<file path="config.mk">
export PLATFORM = sky130hd
export DESIGN_NAME = multicycle_control
export DESIGN_NICKNAME = d
export VERILOG_FILES = /design/src/rtl/multicycle_control_pkg.sv /design/src/rtl/multicycle_control_opcode_classify.sv /design/src/rtl/multicycle_control.sv
export SDC_FILE = /design/constraint.sdc
export NUM_CORES = 1
export LEC_CHECK = 0
export CAP_MARGIN = 20
export CORE_MARGIN = 2
export CORE_UTILIZATION = 30
export DETAILED_ROUTE_END_ITERATION = 8
export GPL_ROUTABILITY_DRIVEN = 0
export HOLD_SLACK_MARGIN = 0.06
export RECOVER_POWER = 25
export SETUP_SLACK_MARGIN = 0.4
export SLEW_MARGIN = 30
export SYNTH_ARGS = -nofsm -noshare
export SYNTH_HDL_FRONTEND = slang
export SYNTH_SLANG_ARGS = --single-unit
export TNS_END_PERCENT = 30
</file>
<file path="constraint.sdc">
create_clock -name clk -period 3.9 [get_ports clk]
set_input_delay 0.975 -clock clk [delete_from_list [all_inputs] [get_ports clk]]
set_output_delay 0.975 -clock clk [all_outputs]
set_load 0.05 [all_outputs]
</file>
<file path="src/rtl/multicycle_control_pkg.sv">
// rtl/multicycle_control_pkg.sv - shared states, opcodes and datapath-select encodings
package multicycle_control_pkg;

  typedef enum logic [2:0] {
    ST_FETCH  = 3'd0,
    ST_DECODE = 3'd1,
    ST_EXEC   = 3'd2,
    ST_MEM    = 3'd3,
    ST_WB     = 3'd4,
    ST_TRAP   = 3'd5
  } state_t;

  typedef enum logic [3:0] {
    CLS_R,
    CLS_I,
    CLS_LOAD,
    CLS_STORE,
    CLS_BRANCH,
    CLS_JAL,
    CLS_JALR,
    CLS_LUI,
    CLS_AUIPC,
    CLS_ILLEGAL
  } op_class_t;

  localparam logic [6:0] OP_R      = 7'b0110011;
  localparam logic [6:0] OP_I      = 7'b0010011;
  localparam logic [6:0] OP_LOAD   = 7'b0000011;
  localparam logic [6:0] OP_STORE  = 7'b0100011;
  localparam logic [6:0] OP_BRANCH = 7'b1100011;
  localparam logic [6:0] OP_JAL    = 7'b1101111;
  localparam logic [6:0] OP_JALR   = 7'b1100111;
  localparam logic [6:0] OP_LUI    = 7'b0110111;
  localparam logic [6:0] OP_AUIPC  = 7'b0010111;

  localparam logic [2:0] F3_BEQ = 3'b000;
  localparam logic [2:0] F3_BNE = 3'b001;
  localparam logic [2:0] F3_BLT = 3'b100;
  localparam logic [2:0] F3_BGE = 3'b101;

  localparam logic [1:0] PC_PLUS4 = 2'b00;
  localparam logic [1:0] PC_REL   = 2'b01;
  localparam logic [1:0] PC_ALU   = 2'b10;

  localparam logic [2:0] IMM_I = 3'b000;
  localparam logic [2:0] IMM_S = 3'b001;
  localparam logic [2:0] IMM_B = 3'b010;
  localparam logic [2:0] IMM_U = 3'b011;
  localparam logic [2:0] IMM_J = 3'b100;

  localparam logic [1:0] ALU_A_RS1  = 2'b00;
  localparam logic [1:0] ALU_A_PC   = 2'b01;
  localparam logic [1:0] ALU_A_ZERO = 2'b10;

  localparam logic [1:0] ALU_B_RS2 = 2'b00;
  localparam logic [1:0] ALU_B_IMM = 2'b01;

  localparam logic [1:0] WB_ALU = 2'b00;
  localparam logic [1:0] WB_MEM = 2'b01;
  localparam logic [1:0] WB_PC  = 2'b10;

  function automatic logic branch_taken(input logic [2:0] f3, input logic zero,
                                        input logic lt);
    logic taken;
    case (f3)
      F3_BEQ:  taken = zero;
      F3_BNE:  taken = !zero;
      F3_BLT:  taken = lt;
      F3_BGE:  taken = !lt;
      default: taken = 1'b0;
    endcase
    return taken;
  endfunction

endpackage

</file>
<file path="src/rtl/multicycle_control_opcode_classify.sv">
// rtl/multicycle_control_opcode_classify.sv - maps opcode/funct3 to an instruction class
module opcode_classify
  import multicycle_control_pkg::*;
#(
  parameter int unsigned SUPPORT_JUMP = 1
) (
  input  logic [6:0] op,
  input  logic [2:0] funct3,
  output op_class_t  op_class,
  output logic       illegal
);

  logic jump_ok;
  logic branch_f3_ok;

  assign jump_ok      = (SUPPORT_JUMP != 0);
  assign branch_f3_ok = (funct3 == F3_BEQ) || (funct3 == F3_BNE) ||
                        (funct3 == F3_BLT) || (funct3 == F3_BGE);

  always_comb begin
    op_class = CLS_ILLEGAL;
    case (op)
      OP_R:      op_class = CLS_R;
      OP_I:      op_class = CLS_I;
      OP_LOAD:   op_class = CLS_LOAD;
      OP_STORE:  op_class = CLS_STORE;
      OP_BRANCH: op_class = branch_f3_ok ? CLS_BRANCH : CLS_ILLEGAL;
      OP_JAL:    op_class = jump_ok ? CLS_JAL   : CLS_ILLEGAL;
      OP_JALR:   op_class = jump_ok ? CLS_JALR  : CLS_ILLEGAL;
      OP_LUI:    op_class = jump_ok ? CLS_LUI   : CLS_ILLEGAL;
      OP_AUIPC:  op_class = jump_ok ? CLS_AUIPC : CLS_ILLEGAL;
      default:   op_class = CLS_ILLEGAL;
    endcase
  end

  assign illegal = (op_class == CLS_ILLEGAL);

endmodule

</file>
<file path="src/rtl/multicycle_control.sv">
// rtl/multicycle_control.sv - multicycle RV32 control FSM with memory-wait timeout and sticky trap
module multicycle_control
  import multicycle_control_pkg::*;
#(
  parameter int unsigned SUPPORT_JUMP = 1,
  parameter int unsigned MEM_TIMEOUT  = 15
) (
  input  logic       clk,
  input  logic       rst_n,
  input  logic [6:0] op,
  input  logic [2:0] funct3,
  input  logic       zero,
  input  logic       lt,
  input  logic       mem_ready,
  output logic       mem_req,
  output logic       mem_we,
  output logic       ir_we,
  output logic       pc_we,
  output logic [1:0] pc_src,
  output logic       reg_we,
  output logic [2:0] imm_sel,
  output logic [1:0] alu_src_a,
  output logic [1:0] alu_src_b,
  output logic [1:0] wb_sel,
  output logic       retire,
  output logic       trap,
  output logic [2:0] state
);

  localparam int unsigned     CNT_W    = $clog2(MEM_TIMEOUT + 1);
  localparam logic [CNT_W-1:0] CNT_LAST = CNT_W'(MEM_TIMEOUT - 1);

  state_t           state_q;
  state_t           state_d;
  logic [CNT_W-1:0] wait_cnt;
  op_class_t        op_class;
  logic             illegal;
  logic             timeout;
  logic             taken;

  opcode_classify #(
    .SUPPORT_JUMP(SUPPORT_JUMP)
  ) u_classify (
    .op       (op),
    .funct3   (funct3),
    .op_class (op_class),
    .illegal  (illegal)
  );

  // Timeout fires on the MEM_TIMEOUT-th consecutive cycle without mem_ready.
  assign timeout = !mem_ready && (wait_cnt == CNT_LAST);
  assign taken   = branch_taken(funct3, zero, lt);
  assign state   = state_q;

  always_ff @(posedge clk or negedge rst_n) begin
    if (!rst_n) begin
      state_q  <= ST_FETCH;
      wait_cnt <= '0;
    end else begin
      state_q <= state_d;
      if (state_d != state_q) begin
        wait_cnt <= '0;
      end else if ((state_q == ST_FETCH || state_q == ST_MEM) && !mem_ready) begin
        wait_cnt <= wait_cnt + 1'b1;
      end
    end
  end

  // Outputs are forced low while reset is held so an in-flight access is dropped at once.
  always_comb begin
    state_d   = state_q;
    mem_req   = 1'b0;
    mem_we    = 1'b0;
    ir_we     = 1'b0;
    pc_we     = 1'b0;
    pc_src    = PC_PLUS4;
    reg_we    = 1'b0;
    imm_sel   = IMM_I;
    alu_src_a = ALU_A_RS1;
    alu_src_b = ALU_B_RS2;
    wb_sel    = WB_ALU;
    retire    = 1'b0;
    trap      = 1'b0;

    if (rst_n) begin
      case (state_q)
        ST_FETCH: begin
          mem_req = 1'b1;
          if (mem_ready) begin
            ir_we   = 1'b1;
            pc_we   = 1'b1;
            pc_src  = PC_PLUS4;
            state_d = ST_DECODE;
          end else if (timeout) begin
            state_d = ST_TRAP;
          end
        end

        ST_DECODE: begin
          state_d = illegal ? ST_TRAP : ST_EXEC;
        end

        ST_EXEC: begin
          case (op_class)
            CLS_R: begin
              alu_src_a = ALU_A_RS1;
              alu_src_b = ALU_B_RS2;
              state_d   = ST_WB;
            end
            CLS_I: begin
              alu_src_b = ALU_B_IMM;
              imm_sel   = IMM_I;
              state_d   = ST_WB;
            end
            CLS_LOAD: begin
              alu_src_b = ALU_B_IMM;
              imm_sel   = IMM_I;
              state_d   = ST_MEM;
            end
            CLS_STORE: begin
              alu_src_b = ALU_B_IMM;
              imm_sel   = IMM_S;
              state_d   = ST_MEM;
            end
            CLS_BRANCH: begin
              imm_sel = IMM_B;
              pc_src  = PC_REL;
              pc_we   = taken;
              retire  = 1'b1;
              state_d = ST_FETCH;
            end
            CLS_JAL: begin
              imm_sel = IMM_J;
              pc_src  = PC_REL;
              pc_we   = 1'b1;
              reg_we  = 1'b1;
              wb_sel  = WB_PC;
              retire  = 1'b1;
              state_d = ST_FETCH;
            end
            CLS_JALR: begin
              imm_sel   = IMM_I;
              alu_src_b = ALU_B_IMM;
              pc_src    = PC_ALU;
              pc_we     = 1'b1;
              reg_we    = 1'b1;
              wb_sel    = WB_PC;
              retire    = 1'b1;
              state_d   = ST_FETCH;
            end
            CLS_LUI: begin
              alu_src_a = ALU_A_ZERO;
              alu_src_b = ALU_B_IMM;
              imm_sel   = IMM_U;
              state_d   = ST_WB;
            end
            CLS_AUIPC: begin
              alu_src_a = ALU_A_PC;
              alu_src_b = ALU_B_IMM;
              imm_sel   = IMM_U;
              state_d   = ST_WB;
            end
            default: state_d = ST_TRAP;
          endcase
        end

        ST_MEM: begin
          mem_req = 1'b1;
          mem_we  = (op_class == CLS_STORE);
          if (mem_ready) begin
            if (op_class == CLS_STORE) begin
              retire  = 1'b1;
              state_d = ST_FETCH;
            end else begin
              state_d = ST_WB;
            end
          end else if (timeout) begin
            state_d = ST_TRAP;
          end
        end

        ST_WB: begin
          reg_we  = 1'b1;
          wb_sel  = (op_class == CLS_LOAD) ? WB_MEM : WB_ALU;
          retire  = 1'b1;
          state_d = ST_FETCH;
        end

        ST_TRAP: begin
          trap = 1'b1;
        end

        default: state_d = ST_TRAP;
      endcase
    end
  end

endmodule

</file>
Word level (Yosys, flattened, before mapping)
Index checks and enable logic that the tools add are counted.
Widths: inputs -> output; s select.
{"block": "word_totals", "regBits": 7, "input_bits": 15, "out_inout_bits": 21, "wordCells": 101}
{"block": "op_classes", "add_sub_neg": 1, "eq_ne": 28, "mux": 49, "reduce_logical": 21}
{"cell": "$pmux 4 s9", "n": 1}
{"cell": "$mux 3", "n": 8}
{"cell": "$eq 7x6->1 const B", "n": 3}
{"cell": "$eq 7x7->1 const B", "n": 3}
{"cell": "$mux 1", "n": 20}
{"cell": "$pmux 3 s6", "n": 1}
{"cell": "$eq 4x3->1 const B", "n": 4}
{"cell": "$eq 7x5->1 const B", "n": 2}
{"cell": "$eq 3x3->1 const B", "n": 4}
{"cell": "$eq 4x4->1 const B", "n": 3}
{"cell": "$mux 2", "n": 6}
{"cell": "$mux 4", "n": 3}
{"cell": "$pmux 2 s2", "n": 3}
{"cell": "$pmux 3 s4", "n": 1}
{"cell": "$reduce_or 2->1", "n": 5}
{"cell": "$pmux 3 s3", "n": 1}
{"cell": "$eq 4x2->1 const B", "n": 2}
{"cell": "$eq 7x2->1 const B", "n": 1}
{"cell": "$eq 3x1->1 const B", "n": 2}
{"cell": "$eq 3x2->1 const B", "n": 2}
{"cell": "$logic_not 3->1", "n": 2}
{"cell": "$pmux 1 s2", "n": 3}
{"cell": "$reduce_or 6->1", "n": 1}
{"cell": "$add 4x1->4 const B", "n": 1}
{"cell": "11 further kinds", "n": 17}

Logic depth before layout (Yosys ltp)
Gate-level depths: netlist of run 1.
{"block": "depth", "depth_word": 13, "mapped_depth": 8, "ltp_nobuf": 8}

By module
From an unflattened synthesis of run 1, not the netlist that was laid out.
{"block": "unflattened", "cells_unflattened": 156, "hier_area_um2": 1102.3}
{"mod": "multicycle_control", "n_inst": 1, "cells_per_inst": 126, "area_per_inst_um2": 907.1}
{"mod": "opcode_classify", "n_inst": 1, "cells_per_inst": 30, "area_per_inst_um2": 195.2}

Worst setup path before layout of run 1
No wires, ideal clock.
{"block": "synth_path", "kind": "in2out", "start": "input port op[4]", "end": "output port wb_sel[0]", "arrival_ps": 3493, "slack_ps": -568, "stages": 6, "n_path_buf": 1, "cell_sequence": "buf_2 nor2_1 a211o_1 nor3_1 nand3_1 nor4_1"}
{"block": "synth_between", "elab_chain_cells": 6}
{"item": "start, declared", "line_no": "multicycle_control.sv:10", "rtl": "input logic [6:0] op,"}
{"item": "$eq 7x5->1, or another cell as far along", "line_no": "multicycle_control_opcode_classify.sv:22", "rtl": "case (op)"}
{"item": "$pmux 4 s9 (*)", "line_no": "multicycle_control_opcode_classify.sv:22"}
{"item": "$eq 4x2->1 (*)", "line_no": "multicycle_control.sv:184", "rtl": "wb_sel = (op_class == CLS_LOAD) ? WB_MEM : WB_ALU;"}
{"item": "$mux 1 (*)", "line_no": "multicycle_control.sv:184"}
{"item": "$pmux 2 s2 (*)", "line_no": "multicycle_control.sv:86", "rtl": "case (state_q)"}
{"item": "$mux 2 (*)", "line_no": "multicycle_control.sv:85", "rtl": "if (rst_n) begin"}
{"item": "end, declared", "line_no": "multicycle_control.sv:24", "rtl": "output logic [1:0] wb_sel,"}
Mark *: on every way between the ends. The rest lies on a longest branch, timed or not.

Worst setup path in the final report of run 1
{"block": "layout_path", "start": "input port op[4]", "end": "output port reg_we"}
{"block": "layout_between", "elab_chain_cells": 7}
{"item": "$eq 7x5->1, or another cell as far along", "line_no": "multicycle_control_opcode_classify.sv:22"}
{"item": "$pmux 4 s9 (*)", "line_no": "multicycle_control_opcode_classify.sv:22"}
{"item": "$eq 4x3->1", "line_no": "multicycle_control.sv:104", "rtl": "case (op_class)"}
{"item": "$reduce_or 2->1 (no source line) (*)"}
{"item": "$mux 1 (*)", "line_no": "multicycle_control.sv:104"}
{"item": "$pmux 1 s2 (*)", "line_no": "multicycle_control.sv:86"}
{"item": "$mux 1 (*)", "line_no": "multicycle_control.sv:85"}
{"item": "end, declared", "line_no": "multicycle_control.sv:20", "rtl": "output logic reg_we,"}
Marks and branches as above.

==> results of run 1 <==
==> placed cells by master, fill, tap and decap left out, types with 2 or more instances in the layout <==
master           instances
inv_1                    6
nand3b_1                 5
nor2_2                   3
a211o_1                  2
nand2b_1                 5
a21oi_2                  3
o31ai_1                  2
nand3_1                  5
buf_8                    2
nor2_4                   3
nand4_1                  4
nor3_1                   5
clkbuf_4                 3
nor2b_1                  5
dfrtp_1                  7
clkdlybuf4s50_1          8
mux2i_1                  2
buf_2                    2
nand2_1                  9
and3_1                   2
buf_4                   40
buf_6                   13
buf_12                  17
ha_1                     2
xor2_1                   4
o21ai_0                  2
nor3_4                   2
or2_4                    2
nor4_4                   2
nor2_1                  15
a21oi_1                  5
==> tightest hold or removal path, delay by kind of cell (launching register included) <==
kind,cells,cell delay (ns)
XOR/XNOR,1,0.08
flip-flops,1,0.37
AND/OR/NAND/NOR,1,0.09
==> cell families after synthesis <==
group	Yosys count	share of synthesized area
AO/OA/AOI/OAI	33	0.230
multiplexers	3	0.0297
other	1	0.00356
flip-flops	7	0.166
AND/OR/NAND/NOR	81	0.424
buffers and inverters	17	0.0735
adder cells (fa/ha/maj)	2	0.0237
XOR/XNOR	6	0.0498
==> state kept, by name, summed over array words and instances, names as in the netlist <==
register	cells
wait_cnt	4
state	3
==> cell type report <==
type	count	share of cell area
tap	46	0.0263
clock buffer	4	0.0120
inverter	6	0.0103
timing repair buffer	83	0.419
multi-input combinational	126	0.453
sequential	7	0.0800
==> metal layers <==
| metal | up-vias | track usage | part of all wire |
|---|---|---|---|
| met5 | - | 0 | 0 |
| met4 | 0 | 0.0652 | 0.022 |
| met3 | 12 | 0.0393 | 0.038 |
| met2 | 41 | 0.382 | 0.54 |
| met1 | 699 | 0.234 | 0.40 |
| li1 | 696 | - | - |
==> path summary, 6_finish.rpt <==
path                                   from          end  cells after the start
max in group asynchronous             rst_n     state[0]                      2
worst max-delay path                  op[4]       reg_we                      7
worst min register to register  wait_cnt[3]  wait_cnt[3]                      2
worst min-delay path            wait_cnt[3]  wait_cnt[3]                      2
min in group asynchronous             rst_n     state[2]                      2
worst max register to register     state[0]  wait_cnt[1]                      6
==> power by group <==
group | switching, mW | internal, mW
logic | 0.231 | 0.185
registers | 0.0604 | 0.0895
clock network | 0.0293 | 0.0392
total | 0.321 | 0.314
==> timing repair <==
item / in CTS / in global routing
gates resized for setup: 83 / 8
endpoints found under the setup margin: 13 / 13
buffers inserted: 11 / 2
pin swaps: 22 / 11
==> metrics.csv, run 1 <==
stage;metric;value;unit
sta;maxSlewViolCount;0;
sta;holdWs;0.588;ns
routing;vias_per_cell;5.32;
final_layout;multi_input_area;992;µm²
clock_network;ctsHoldBuffers;0;
grt;grt_overflow;0;
synthesis;syn-num-nets;167;
clock_network;root_buffer;clkbuf_4;
sta;setup_ws;0.170;ns
routing;drtAntennaViolNets;0;
place;dp_slack;-0.442;ns
power;p_leak;0.901;nW
synthesis;synth_top_area_share;0.166;
floorplanning;die_x;63.3;µm
synthesis;synthFlopType;dfrtp_1;
final_layout;nFillCells;280;
floorplanning;rows;21;
synthesis;syn_inst;150;
floorplanning;die_area;4010;µm²
sta;clock_skew;0.000756;ns
routing;drt_iter0_markers;59;
synthesis;ys_async_sr_fraction;1.00;
worst_setup_path;critPathMaxStageDelay;0.56;ns
worst_setup_path;crit_buf_inv;2;
floorplanning;core_area;3360;µm²
worst_setup_path;crit_family;compound AO/OA/AOI/OAI gates;
grt;grt_pass1_vias;1499;
final_layout;fin_util;0.651;
routing;drt-total-wl;3970;µm
final_layout;ff_latch_area;175;µm²
final_layout;fin_area;2190;µm²
clock_network;clock-sinks;7;
place;portBuffers;34;
floorplanning;start_util;0.314;
sta;timing.final.crit_share;0.956;
worst_setup_path;critPathRequiredTime;2.92;ns
power;vdd_drop_max;149;µV
routing;drtPass1Iterations;5;
clock_network;numCtsBuffers;3;
clock_network;clk_latency;0.26;ns
sta;finalHoldViolations;0;
final_layout;diodes;0;
sta;setup_tns;0;ns
synthesis;yosys.cell_count.top_type;nor2_1;
sta;period_minus_slack;3.73;ns
sta;rsz0062_at_grt;true;
min_path;hp-class;flip-flop to flip-flop;
synthesis;yosys-top-cells-count;21 x nor2_1, 10 x nand2_1, 8 x a21oi_1, 8 x nor3_1, 7 x dfrtp_1;
grt;grt_max_degree;20;
grt;grt.total_usage;0.205;
sta;worst_slew_pin_slew;0.603;ns
synthesis;synthTopCellsByArea;dfrtp_1 17%, nor2_1 7.5%, a21oi_1 3.8%;
run_status;status;completed;
power;power;0.634;mW
synthesis;ys_seq_elements;7;
grt;grt_pass1_wl;6720;µm
final_layout;stdcell_count;272;
clock_network;cts_tree;done;
final_layout;drive_gt1_frac;0.496;
place;dpl-instance-area;1870;µm²
floorplanning;die_height;63.3;µm
worst_setup_path;rrSetupSlack;1.76;ns
worst_setup_path;crit_type;primary input to output pin;
clock_network;cts_max_level;1;
sta;setup_viol;0;
worst_setup_path;crit_fanout;7;
worst_setup_path;crit_arrival;2.75;ns
routing;wl_per_cell;14.6;µm
clock_network;clkSlewWorstSetupHoldPaths;0.05;ns
final_layout;final_nets;244;
grt;antenna_found_initial;0;
synthesis;synth_edf_count;0;
synthesis;synth_warnings;0;
routing;drc_errors;0;
worst_setup_path;crit_path_end_kind;output pin;
run;drv_cap;0;
worst_setup_path;cpMostUsedCell;buf_12;
place;place_inst;255;
synthesis;yosysSeqAreaShare;0.166;
synthesis;synth_cell_type_count;52;
clock_network;clockBufferDepth;2;
sta;clock.fmax;0.268;GHz
worst_setup_path;cp-start-kind;primary input;
power;p_per_area;289;nW/µm²
place;place_hpwl;2920;µm
synthesis;yosysTopAreaCell;dfrtp_1;
floorplanning;ioPinCount;36;
sta;timing.slew.headroom;0.598;
worst_setup_path;slowest_stage;or4b_4;
synthesis;synthesis.area;1050;µm²
final_layout;areaGrowthSynthToFinish;108;%
routing;vias;1448;
worst_setup_path;crit_chain;buf_12 -> nor2b_4 -> o211ai_1 -> a2111o_1 -> or4b_4 -> a211oi_4 -> buf_12;
synthesis;syn_area_per_cell;7.03;µm²
(Power assumes the default switching activity.)
==> inputs of run 2 (changes only) <==
--- a/config.mk
+++ b/config.mk
@@ -6,7 +6,7 @@
 export NUM_CORES = 1
 export LEC_CHECK = 0
 export CAP_MARGIN = 20
-export CORE_MARGIN = 2
+export CORE_MARGIN = 1.5
 export CORE_UTILIZATION = 30
 export DETAILED_ROUTE_END_ITERATION = 8
 export GPL_ROUTABILITY_DRIVEN = 0
==> constraint.sdc (replaced) <==
create_clock -name clk -period 4.6 [get_ports clk]
set_input_delay 1.15 -clock clk [delete_from_list [all_inputs] [get_ports clk]]
set_output_delay 1.15 -clock clk [all_outputs]
set_load 0.05 [all_outputs]
==> run 2 against run 1 <==
Power decreased by 22%. Worst hold slack improved by 0.048 ns. Count of clock-buffer cells in the layout is 1 lower. Sequential cell count unchanged. Design area shrank 18%. Non-clock buffer count is 25 lower. Wire length fell by 10%. Combinational power down 26%. Final cell count is 9.2% lower. Global-route usage down 2.3 points. Register-to-register slack improved by 0.71 ns. Critical path type unchanged. Largest cell class unchanged. Largest power group unchanged.
==> metrics.csv, run 2 (synthesis gave the netlist of run 1 again) <==
stage;metric;value;unit
grt;grtUsageMet1;0.225;
floorplanning;core_area;3360;µm²
power;p_int;0.233;mW
power;power;0.493;mW
floorplanning;start_util;0.314;
worst_setup_path;critPathRequiredTime;3.45;ns
final_layout;stdcell_count;247;
floorplanning;ioPinCount;36;
worst_setup_path;cp-start-kind;primary input;
routing;drt_iter0_markers;66;
routing;drtPass1Iterations;4;
clock_network;cts_tree;done;
grt;grtUsageMet3;0.0489;
place;dpl-instance-area;1690;µm²
sta;timing.final.crit_share;0.902;
worst_setup_path;crit_path_end_kind;output pin;
place;portBuffers;34;
routing;drtAntennaViolNets;0;
sta;clock.fmax;0.241;GHz
final_layout;nFillCells;357;
power;power.share.clock;0.112;
clock_network;clock-sinks;7;
worst_setup_path;crit_type;primary input to output pin;
final_layout;final_common_cell;buf_4;
floorplanning;die_height;62.3;µm
sta;holdWs;0.636;ns
clock_network;clockBufferDepth;2;
worst_setup_path;crit_arrival;3.00;ns
clock_network;root_buffer;clkbuf_4;
final_layout;final_cell_mix;23 x buf_4, 19 x nor2_1, 13 x buf_12;
floorplanning;rows;21;
power;p_leak;0.720;nW
sta;worst_slew_pin_slew;0.634;ns
final_layout;largest_reg_flops;4;
clock_network;numCtsBuffers;3;
sta;finalHoldViolations;0;
routing;drt-total-wl;3570;µm
grt;grt.total_usage;0.182;
final_layout;regMostFlops;wait_cnt;
final_layout;drive_gt1_frac;0.348;
grt;grt_pass1_wl;5870;µm
place;place_inst;240;
sta;timing.slew.headroom;0.577;
grt;grt_overflow;0;
worst_setup_path;crit_fanout;6;
power;vdd_drop_max;201;µV
clock_network;clkSlewWorstSetupHoldPaths;0.05;ns
power;switching_share;0.528;
run_status;status;completed;
final_layout;fin_util;0.532;
power;p_comb_frac;0.625;
grt;busiest_layer;met2;
sta;period_minus_slack;4.15;ns
floorplanning;die_x;62.3;µm
final_layout;fin_area;1790;µm²
final_layout;areaGrowthSynthToFinish;69.6;%
run;drv_cap;0;
floorplanning;die_area;3880;µm²
grt;use_met2;0.313;
routing;vias_per_cell;5.45;
place;place_hpwl;2780;µm
sta;rsz0062_at_grt;false;
grt;antenna_found_initial;0;
sta;setup_viol;0;
routing;wl_per_cell;14.4;µm
final_layout;final_nets;219;
power;pwr-share-seq;0.263;
grt;grt_max_degree;20;
grt;grt_pass1_vias;1276;
sta;maxSlewViolCount;0;
min_path;hp-class;flip-flop to flip-flop;
routing;drc_errors;0;
sta;clock_skew;0.00507;ns
clock_network;clk_latency;0.25;ns
power;p_per_area;275;nW/µm²
power;switchingPower;0.260;mW
routing;vias;1345;
clock_network;cts_max_level;1;
final_layout;diodes;0;
-- run 2: cell types whose count changed in the layout (fill, tap and decap cells not counted), sizes merged --
cell / previous run / this run
clkbuf: 4 / 9
dlygate4sd2: 0 / 2
buf: 74 / 39
clkinv: 0 / 1
clkdlybuf4s50: 8 / 10
-- run 2: worst max-delay path, cell delays in order --
cell and delay, ns:
dlygate4sd3_1 0.59, clkbuf_1 0.26, and3_1 0.20, clkdlybuf4s50_1 0.80
-- run 2: metal layers --
metal / vias to the layer above / part of all wire
met3: 4 / 0.073
met1: 634 / 0.43
met5: - / 0
met2: 59 / 0.49
li1: 648 / -
met4: 0 / 0.0098
-- run 2: final timing paths --
path,start,end,slack (ns),depth (start not counted)
max,rst_n,trap,0.45,4
min,wait_cnt[3],wait_cnt[3],0.64,2
max reg2reg,state[0],wait_cnt[2],2.47,6
min reg2reg,wait_cnt[3],wait_cnt[3],0.64,2
max in group asynchronous,rst_n,wait_cnt[0],3.03,2
min in group asynchronous,rst_n,state[0],1.34,2
-- run 2: stage by stage --
step | setup WS, ns | TNS (ns)
3_5_place_dp | -0.0653 | -0.127
6_report | 0.449 | 0
5_1_grt | 0.367 | 0
4_1_cts | 0.401 | 0
3_3_place_gp | -0.00566 | -0.00566
2_1_floorplan | 0.113 | 0
-- run 2: cell type report --
| type | count | area (µm²) | area share |
|---|---|---|---|
| Timing Repair Buffer | 58 | 612 | 0.342 |
| Multi-Input combinational cell | 126 | 895 | 0.500 |
| Clock inverter | 1 | 5.00 | 0.00280 |
| Sequential cell | 7 | 175 | 0.0979 |
| Inverter | 6 | 22.5 | 0.0126 |
| Tap cell | 46 | 57.6 | 0.0322 |
| Clock buffer | 3 | 22.5 | 0.0126 |
-- run 2: power groups by stage --
| stage | clock network [mW] | registers, mW | logic [mW] |
|---|---|---|---|
| floorplan | 0 | 0.124 | 0.195 |
| global placement | 0 | 0.123 | 0.293 |
| detailed placement | 0 | 0.126 | 0.297 |
| CTS | 0.0576 | 0.128 | 0.305 |
| global route | 0.0623 | 0.135 | 0.328 |
| finish | 0.0550 | 0.130 | 0.308 |
-- run 2: timing repair --
| item | 4_1_cts | 5_1_grt |
|---|---|---|
| endpoints found under the setup margin | 13 | 8 |
| hold buffers | 0 | 0 |
| pin swaps | 6 | 6 |
| buffers inserted | 1 | 2 |
| gates cloned | 0 | 0 |
| resized for setup | 35 | 10 |
